<file path="config.mk">
export PLATFORM = sky130hd
export DESIGN_NAME = fire_expand3_scheduler
export DESIGN_NICKNAME = d
export VERILOG_FILES = /design/src/rtl/fire_expand3_pkg.sv /design/src/rtl/fire_expand3_scheduler_pulse_delay.sv /design/src/rtl/fire_expand3_scheduler.sv
export SDC_FILE = /design/constraint.sdc
export NUM_CORES = 1
export LEC_CHECK = 0
export ABC_AREA = 0
export BUFFER_PORTS_ARGS = -buffer_cell sky130_fd_sc_hd__buf_4
export CAP_MARGIN = 5
export CELL_PAD_IN_SITES_DETAIL_PLACEMENT = 0
export CELL_PAD_IN_SITES_GLOBAL_PLACEMENT = 1
export CORE_ASPECT_RATIO = 1.1
export CORE_MARGIN = 3
export CORE_UTILIZATION = 30
export DETAILED_ROUTE_END_ITERATION = 8
export PLACE_DENSITY = 0.65
export SETUP_SLACK_MARGIN = 0.5
export SYNTH_ARGS = -nofsm -noshare
export SYNTH_HDL_FRONTEND = slang
export SYNTH_SLANG_ARGS = --single-unit
</file>
<file path="constraint.sdc">
create_clock -name clk -period 2.43 [get_ports clk]
set_clock_uncertainty 0.1 [all_clocks]
set_input_delay 0.1215 -clock clk [delete_from_list [all_inputs] [get_ports clk]]
set_output_delay 0.1215 -clock clk [all_outputs]
set_load 0.05 [all_outputs]
</file>
<file path="src/rtl/fire_expand3_pkg.sv">
// Shared types and default geometry for the fire4/fire5 expand-3x3 scheduler.
// Default config: 32x32 output map, 32 input channels, 3x3 kernel.
package fire_expand3_pkg;

   typedef enum logic [1:0] {
      IDLE,
      RUN,
      DRAIN,
      FINISH
   } state_t;

   localparam int WOUT_DEF    = 32;
   localparam int CHIN_DEF    = 32;
   localparam int KDIM_DEF    = 3;
   localparam int CLR_LAT_DEF = 3;
   localparam int K           = KDIM_DEF * KDIM_DEF * CHIN_DEF;
   localparam int WIN         = WOUT_DEF * WOUT_DEF;

   function automatic int taps(input int kdim, input int chin);
      return kdim * kdim * chin;
   endfunction

endpackage

</file>
<file path="src/rtl/fire_expand3_scheduler_pulse_delay.sv">
// Fixed-latency pulse delay: q follows d exactly DEPTH cycles later.
// Used to line up the window-end clear with the ROM/ifm/kernel pipeline.
module pulse_delay
   import fire_expand3_pkg::*;
#(
   parameter int DEPTH = CLR_LAT_DEF
) (
   input  logic clk,
   input  logic rst,
   input  logic d,
   output logic q
);

   logic [DEPTH-1:0] sr;

   // shift the event down the pipe; reset drops anything in flight
   always_ff @(posedge clk) begin
      if (rst) sr <= '0;
      else     sr <= (sr << 1) | DEPTH'(d);
   end

   assign q = sr[DEPTH-1];

endmodule

</file>
<file path="src/rtl/fire_expand3_scheduler.sv">
// Grants the shared expand-3x3 MAC array to fire4 or fire5, walks the weight
// ROM per window, emits clear/sample strobes and holds finish until RAM ack.
module fire_expand3_scheduler
   import fire_expand3_pkg::*;
#(
   parameter int WOUT    = WOUT_DEF,
   parameter int CHIN    = CHIN_DEF,
   parameter int KDIM    = KDIM_DEF,
   parameter int CLR_LAT = CLR_LAT_DEF,
   parameter int ADDR_W  = $clog2(KDIM * KDIM * CHIN),
   parameter int PIX_W   = $clog2(WOUT * WOUT) + 1
) (
   input  logic              clk,
   input  logic              rst,
   input  logic              req4_i,
   input  logic              req5_i,
   input  logic              ram_feedback_4,
   input  logic              ram_feedback_5,
   output logic              sel5_o,
   output logic              mac_en_o,
   output logic              ifm_rd_o,
   output logic [ADDR_W-1:0] weight_rom_addr_o,
   output logic              mac_clr_o,
   output logic              ofm_sample_o,
   output logic [PIX_W-1:0]  pix_idx_o,
   output logic              busy_o,
   output logic              fire4_finish_o,
   output logic              fire5_finish_o
);

   localparam int TAPS = taps(KDIM, CHIN);
   localparam int NWIN = WOUT * WOUT;
   localparam int DW   = $clog2(CLR_LAT + 2);

   state_t            state, state_n;
   logic              sel5, done4, done5;
   logic              grant4, grant5;
   logic              wrap, last_win, fb;
   logic              clr, sample;
   logic [ADDR_W-1:0] addr;
   logic [PIX_W-1:0]  win_cnt, pix;
   logic [DW-1:0]     drn;

   // state register
   always_ff @(posedge clk) begin
      if (rst) state <= IDLE;
      else     state <= state_n;
   end

   // next state, grant arbitration and status outputs
   always_comb begin
      state_n  = state;
      grant4   = 1'b0;
      grant5   = 1'b0;
      wrap     = (state == RUN) && (addr == ADDR_W'(TAPS - 1));
      last_win = (win_cnt == PIX_W'(NWIN - 1));
      fb       = sel5 ? ram_feedback_5 : ram_feedback_4;
      unique case (state)
         IDLE: begin
            if (req4_i && !done4) begin
               grant4  = 1'b1;
               state_n = RUN;
            end else if (req5_i && !done5) begin
               grant5  = 1'b1;
               state_n = RUN;
            end
         end
         RUN:     if (wrap && last_win)     state_n = DRAIN;
         DRAIN:   if (drn == DW'(CLR_LAT))  state_n = FINISH;
         FINISH:  if (fb)                   state_n = IDLE;
         default:                           state_n = IDLE;
      endcase
      mac_en_o       = (state == RUN) || (state == DRAIN);
      ifm_rd_o       = (state == RUN);
      busy_o         = (state != IDLE);
      fire4_finish_o = (state == FINISH) && !sel5;
      fire5_finish_o = (state == FINISH) && sel5;
   end

   // address walk, window/pixel counters, drain timer and sticky done flags
   always_ff @(posedge clk) begin
      if (rst) begin
         sel5    <= 1'b0;
         done4   <= 1'b0;
         done5   <= 1'b0;
         addr    <= '0;
         win_cnt <= '0;
         pix     <= '0;
         drn     <= '0;
         sample  <= 1'b0;
      end else begin
         sample <= clr;
         if (grant4 || grant5) begin
            sel5    <= grant5;
            addr    <= '0;
            win_cnt <= '0;
            pix     <= '0;
         end else begin
            if (state == RUN) addr <= wrap ? '0 : addr + 1'b1;
            if (wrap)         win_cnt <= win_cnt + 1'b1;
            if (sample)       pix <= pix + 1'b1;
         end
         drn <= (state == DRAIN) ? drn + 1'b1 : '0;
         if (state == FINISH) begin
            if (sel5) done5 <= 1'b1;
            else      done4 <= 1'b1;
         end
      end
   end

   pulse_delay #(
      .DEPTH (CLR_LAT)
   ) u_clr_dly (
      .clk (clk),
      .rst (rst),
      .d   (wrap),
      .q   (clr)
   );

   assign sel5_o            = sel5;
   assign weight_rom_addr_o = addr;
   assign mac_clr_o         = clr;
   assign ofm_sample_o      = sample;
   assign pix_idx_o         = pix;

endmodule

</file>
==> metrics.txt, run 1 <==
H-tree level count=2; grt total ovfl=0; Post-synth ARST share=0%; mean area per synthesized cell=9.15 µm²; hold path cells=4; status=completed; Combinational Power Share=30.9%; part of the power in the clock network=26.0%; Clk pin slew, worst setup/hold paths=70 ps; final setup TNS=0 ps; CTS sink count=43; routed via count=1453; Max Slew Vio Count=0; Worst VDD drop=0.602 mV; Placed Cells=311; GRT busiest layer=met2; Synth Net Count=222; Leak Pwr=0.00100 µW; Distinct cells, synth=31; Skew-Pair Late Insertion Delay=290 ps; Slew headroom=76.4%; R2R setup slack=500 ps; Top FF cell, synth=dfxtp_1; met3 Usage GRT=3.93%; Data required, critical path=2550 ps; fin crit share=79.5%; input/output buffers=33; Final Hold Viols=0; sequential share of the synthesized area=45.5%; Synth Warn #=0; Num CTS Buffers=5; met1 Track Usage GR=12.8%; first-pass GRT wire length=6.34 mm; area post-placement=0.00225 mm²; synth-to-layout area growth=28.4%; Reg-to-Reg End=state[0]; layout cell share with drive strength beyond 1=25.7%; Switching Power=633 µW; core footprint=0.00595 mm²; Reg2Reg Launch Point=weight_rom_addr_o[5]; PD cells=732 mW/mm²; CTS tree=built; Final #Nets=263; largest net degree at the start of global routing=32; capturing element type of the critical path=register; vias in the first global route=1410; Post-synth top cells=43 x dfxtp_1, 37 x nor2_1, 19 x xor2_1; arrival time worst endpoint=2050 ps; Die X=81.7 µm; hold_sp=req5_i; sequential share of power=43.1%; Post-Layout Cell Count=326; # IOs=34; most common cell in the synthesized netlist=dfxtp_1; critical-path maximum fanout=5; HP Class=in -> reg; Clock Path Buffers=2; Post-synth EDFFs=0; Worst-Margin Slew=354 ps; crit path time final=1930 ps; total die area=0.00730 mm²; vias per cell=4.46; hold path endpoint=sel5_o; met2 Use GR=19.5%; kind of critical path=reg -> reg; RSZ-0062 raised after global routing=true; CP Cell Sequence=or4b_4 > nor4_4 > nand2_2 > a221o_1 > a31oi_1; row count=29; largest cells by area after synthesis=dfxtp_1 45%, xor2_1 8.8%, nor2_1 7.3%; Final Cell Area=0.00243 mm²; DRC=0; max cap viols=0; top cell type's share of synthesized area=45.5%; switching share of power=35.6%; family with the most delay on the worst path=simple AND/OR/NAND/NOR gates; post-synthesis instance area=0.00189 mm²; Power Internal=1150 µW; Seq cells post-synth=43; Buf+Inv Stages, Crit Path=0; DR pass1 iterations=4; Starting Density=31.8%; CTS Root Cell=clkbuf_8; total power=1780 µW; cells after synthesis=207; Die H=89.3 µm; initial antenna violation count=0; max incr delay on CP=600 ps; post-synth top area cell=dfxtp_1; WL/cell=11.4 µm; dpl hpwl=2.72 mm; RD Place Congestion=0.761; # setup viols final=0; Slowest-stage cell, CP=or4b_4; crit path launch type=register; final WL=3.71 mm; GRT Util Overall=11.4%; Post-DRT Antenna Nets=0; n_diodes=0; worst reg2reg path depth=5; First DRT Iteration DRCs=34; maximum clock frequency=518 MHz
## through the flow
stage	hold slack, ps	util [%]	worst slack (ps)
floorplan	136	-	495
global placement	242	37.9	421
detailed placement	238	37.9	409
CTS	156	40.0	490
global route	181	40.8	375
finish	165	40.8	499
## worst max-delay path by stage
stage | startpoint | to | slack [ps] | cells after the start
after global placement | weight_rom_addr_o[5] | win_cnt[4] | 420 | 5
after detailed placement | weight_rom_addr_o[5] | win_cnt[4] | 410 | 5
after floorplan | weight_rom_addr_o[3] | state[0] | 490 | 5
final | weight_rom_addr_o[5] | state[0] | 500 | 5
after global routing | weight_rom_addr_o[5] | state[0] | 380 | 5
after CTS | weight_rom_addr_o[5] | state[1] | 490 | 5
## sequential cells by signal, summed over array words and instances (netlist names)
name / flops
drn: 3
done4: 1
pix_idx_o: 11
ofm_sample_o: 1
u_clr_dly.sr: 3
done5: 1
weight_rom_addr_o: 9
state: 2
sel5_o: 1
win_cnt: 11
## worst register-to-register path, delay by kind of cell (launching register included)
family / cells / cell delay, ps
compound gates: 2 / 450
flops: 1 / 360
simple gates: 3 / 950
## kinds of logic (layout without fill, tap and decap cells)
kind of cell	after synthesis	in the layout	share of synthesized area, %
xor+xnor	26	26	12.0
mux	4	4	2.12
compound gates	12	12	4.16
flops	43	43	45.5
simple gates	99	99	27.5
buf+inv	14	56	2.78
fa+ha+maj	9	9	5.95
## cell usage in the layout, fill, tap and decap left out, types with 5 or more instances in the layout
cell,synthesis,layout
nor2_1,37,37
dfxtp_1,43,37
nand4_1,7,7
xnor2_1,7,7
ha_1,9,8
nand2_1,12,12
a21oi_1,6,5
and3_1,6,6
buf_4,0,38
xor2_1,19,18
clkbuf_8,0,6
nand3_1,12,10
inv_1,8,7
nand2b_1,7,7
nor2b_1,6,6
## power by group through the flow
| stage | Sequential, µW | Clock [µW] | Combinational (µW) |
|---|---|---|---|
| after floorplan | 806 | 0 | 417 |
| after global placement | 783 | 0 | 547 |
| after detailed placement | 785 | 0 | 544 |
| after CTS | 768 | 484 | 548 |
| after global routing | 771 | 507 | 605 |
| final | 766 | 463 | 550 |
## final cells by class
class / instances / area, µm²
sequential: 43 / 873
timing repair buffer: 40 / 305
fill: 641 / 3520
tap: 77 / 96.3
multi-input combinational: 150 / 1030
clock buffer: 7 / 86.3
inverter: 8 / 33.8
clock inverter: 1 / 5.00
## layer usage
metal | vias up | wire, µm | part of all wire [%]
met2 | 21 | 1810 | 49
met3 | 3 | 177 | 4.8
li1 | 769 | - | -
met5 | - | 0 | 0
met1 | 660 | 1700 | 46
met4 | 0 | 28 | 0.75
## what timing repair did
item	CTS	global route
hold buffers	2	0
hold endpoints to repair	7	0
setup buffers	1	4
endpoints found under the setup margin	4	33
pin swaps	0	1
cloned	0	0
gates resized for setup	1	5
Power figures use the tool's default switching activity.
==> run 2, diff against run 1 <==
Clock period 2.43 ns to 1.85 ns, I/O delays scaled along.
==> metrics.txt, run 2 (synthesis gave the netlist of run 1 again) <==
grt total ovfl=0; hold path endpoint=state[1]; vias per cell=4.51; Starting Density=31.8%; routed via count=1575; GRT Util Overall=12.0%; Clock Path Buffers=2; kind of critical path=reg -> reg; layout cell share with drive strength beyond 1=47.8%; CTS tree=built; DR pass1 iterations=4; dpl hpwl=2.91 mm; Post-DRT Antenna Nets=0; most common cell after layout, fill and taps aside=buf_4; crit path launch type=register; post-layout util=50.4%; max cap viols=0; largest net degree at the start of global routing=28; row count=29; Worst-Margin Slew=352 ps; Die H=89.3 µm; # setup viols final=0; area post-placement=0.00239 mm²; Max Slew Vio Count=0; Clk pin slew, worst setup/hold paths=80 ps; CTS sink count=43; Skew-Pair Late Insertion Delay=290 ps; most frequent cells in the layout=42 x buf_4, 25 x nor2_1, 25 x dfxtp_1, 15 x xor2_1, 13 x dfxtp_2; Leak Pwr=0.00118 µW; hold path cells=3; # IOs=34; PD cells=1040 mW/mm²; status=completed; Final #Nets=286; DRC=0; WL/cell=12.7 µm; input/output buffers=33; synth-to-layout area growth=58.4%; fin crit share=98.9%; Final Hold Viols=0; initial antenna violation count=0; Final Cell Area=0.00300 mm²; Reg-to-Reg End=state[1]; final WL=4.42 mm; RD Place Congestion=0.728; HP Class=in -> reg; Data required, critical path=1970 ps; First DRT Iteration DRCs=50; worst reg2reg path depth=5; n_diodes=0; RSZ-0062 raised after global routing=true; Die X=81.7 µm; Slew headroom=76.5%; core footprint=0.00595 mm²; Worst VDD drop=0.960 mV; Reg2Reg Launch Point=weight_rom_addr_o[7]; CTS Root Cell=clkbuf_8; hold_sp=rst; vias in the first global route=1528; first-pass GRT wire length=6.83 mm; capturing element type of the critical path=register; critical-path maximum fanout=4; crit path time final=1830 ps; total die area=0.00730 mm²; Num CTS Buffers=5; H-tree level count=2; Critical Path Source=weight_rom_addr_o[7]; R2R setup slack=20 ps; maximum clock frequency=547 MHz; arrival time worst endpoint=1950 ps
run 2: stage by stage:
stage          TNS, ps  worst slack [ps]  total power [µW]  hold WS, ps  std cells
4_1_cts              0              18.9              2820         1.53        341
2_1_floorplan    -81.8             -34.3              1680         99.3        207
5_1_grt           -346             -84.0              3260         41.1        349
6_report             0              20.6              3110         4.64        349
3_5_place_dp     -69.9             -49.3              1860          205        323
3_3_place_gp         0              34.7              1860          211        323
run 2: worst max path at each step:
stage                           to
after floorplan           state[0]
after global placement    state[0]
after detailed placement  state[0]
after CTS                 state[1]
after global routing      state[0]
final                     state[1]
run 2: layer usage:
metal	wire, µm	GRT usage (%)	part of all wire (%)	up-vias
met2	2260	20.8	51	27
met1	1880	14.2	43	731
met3	206	3.23	4.7	6
met4	63	4.08	1.4	0
li1	-	-	-	811
met5	0	0	0	-
run 2: layout make-up:
type	instances	area (µm²)
Tap cell	77	96.3
Clock buffer	7	97.6
Multi-Input combinational cell	150	1240
Clock inverter	1	30.0
Sequential cell	43	896
Fill cell	585	2950
Inverter	8	38.8
Timing Repair Buffer	63	603
run 2: power by group:
group	leakage [µW]	internal, µW	switching, µW
clock	0.0000636	485	321
combinational	0.000760	626	653
sequential	0.000357	968	52.7
run 2: worst max-delay path, stage by stage, from the launching register on:
cell	delay [ps]
dfxtp_4	350
or4b_4	590
nor4_4	210
nand2_2	80
a21oi_1	230
mux2i_1	200
run 2: repair_timing:
action	in CTS	in global routing
gates cloned	0	3
pin swaps	7	22
setup buffers	7	5
setup endpoints to repair	40	40
gates resized for setup	18	58
hold endpoints to repair	7	0
hold buffers	3	0
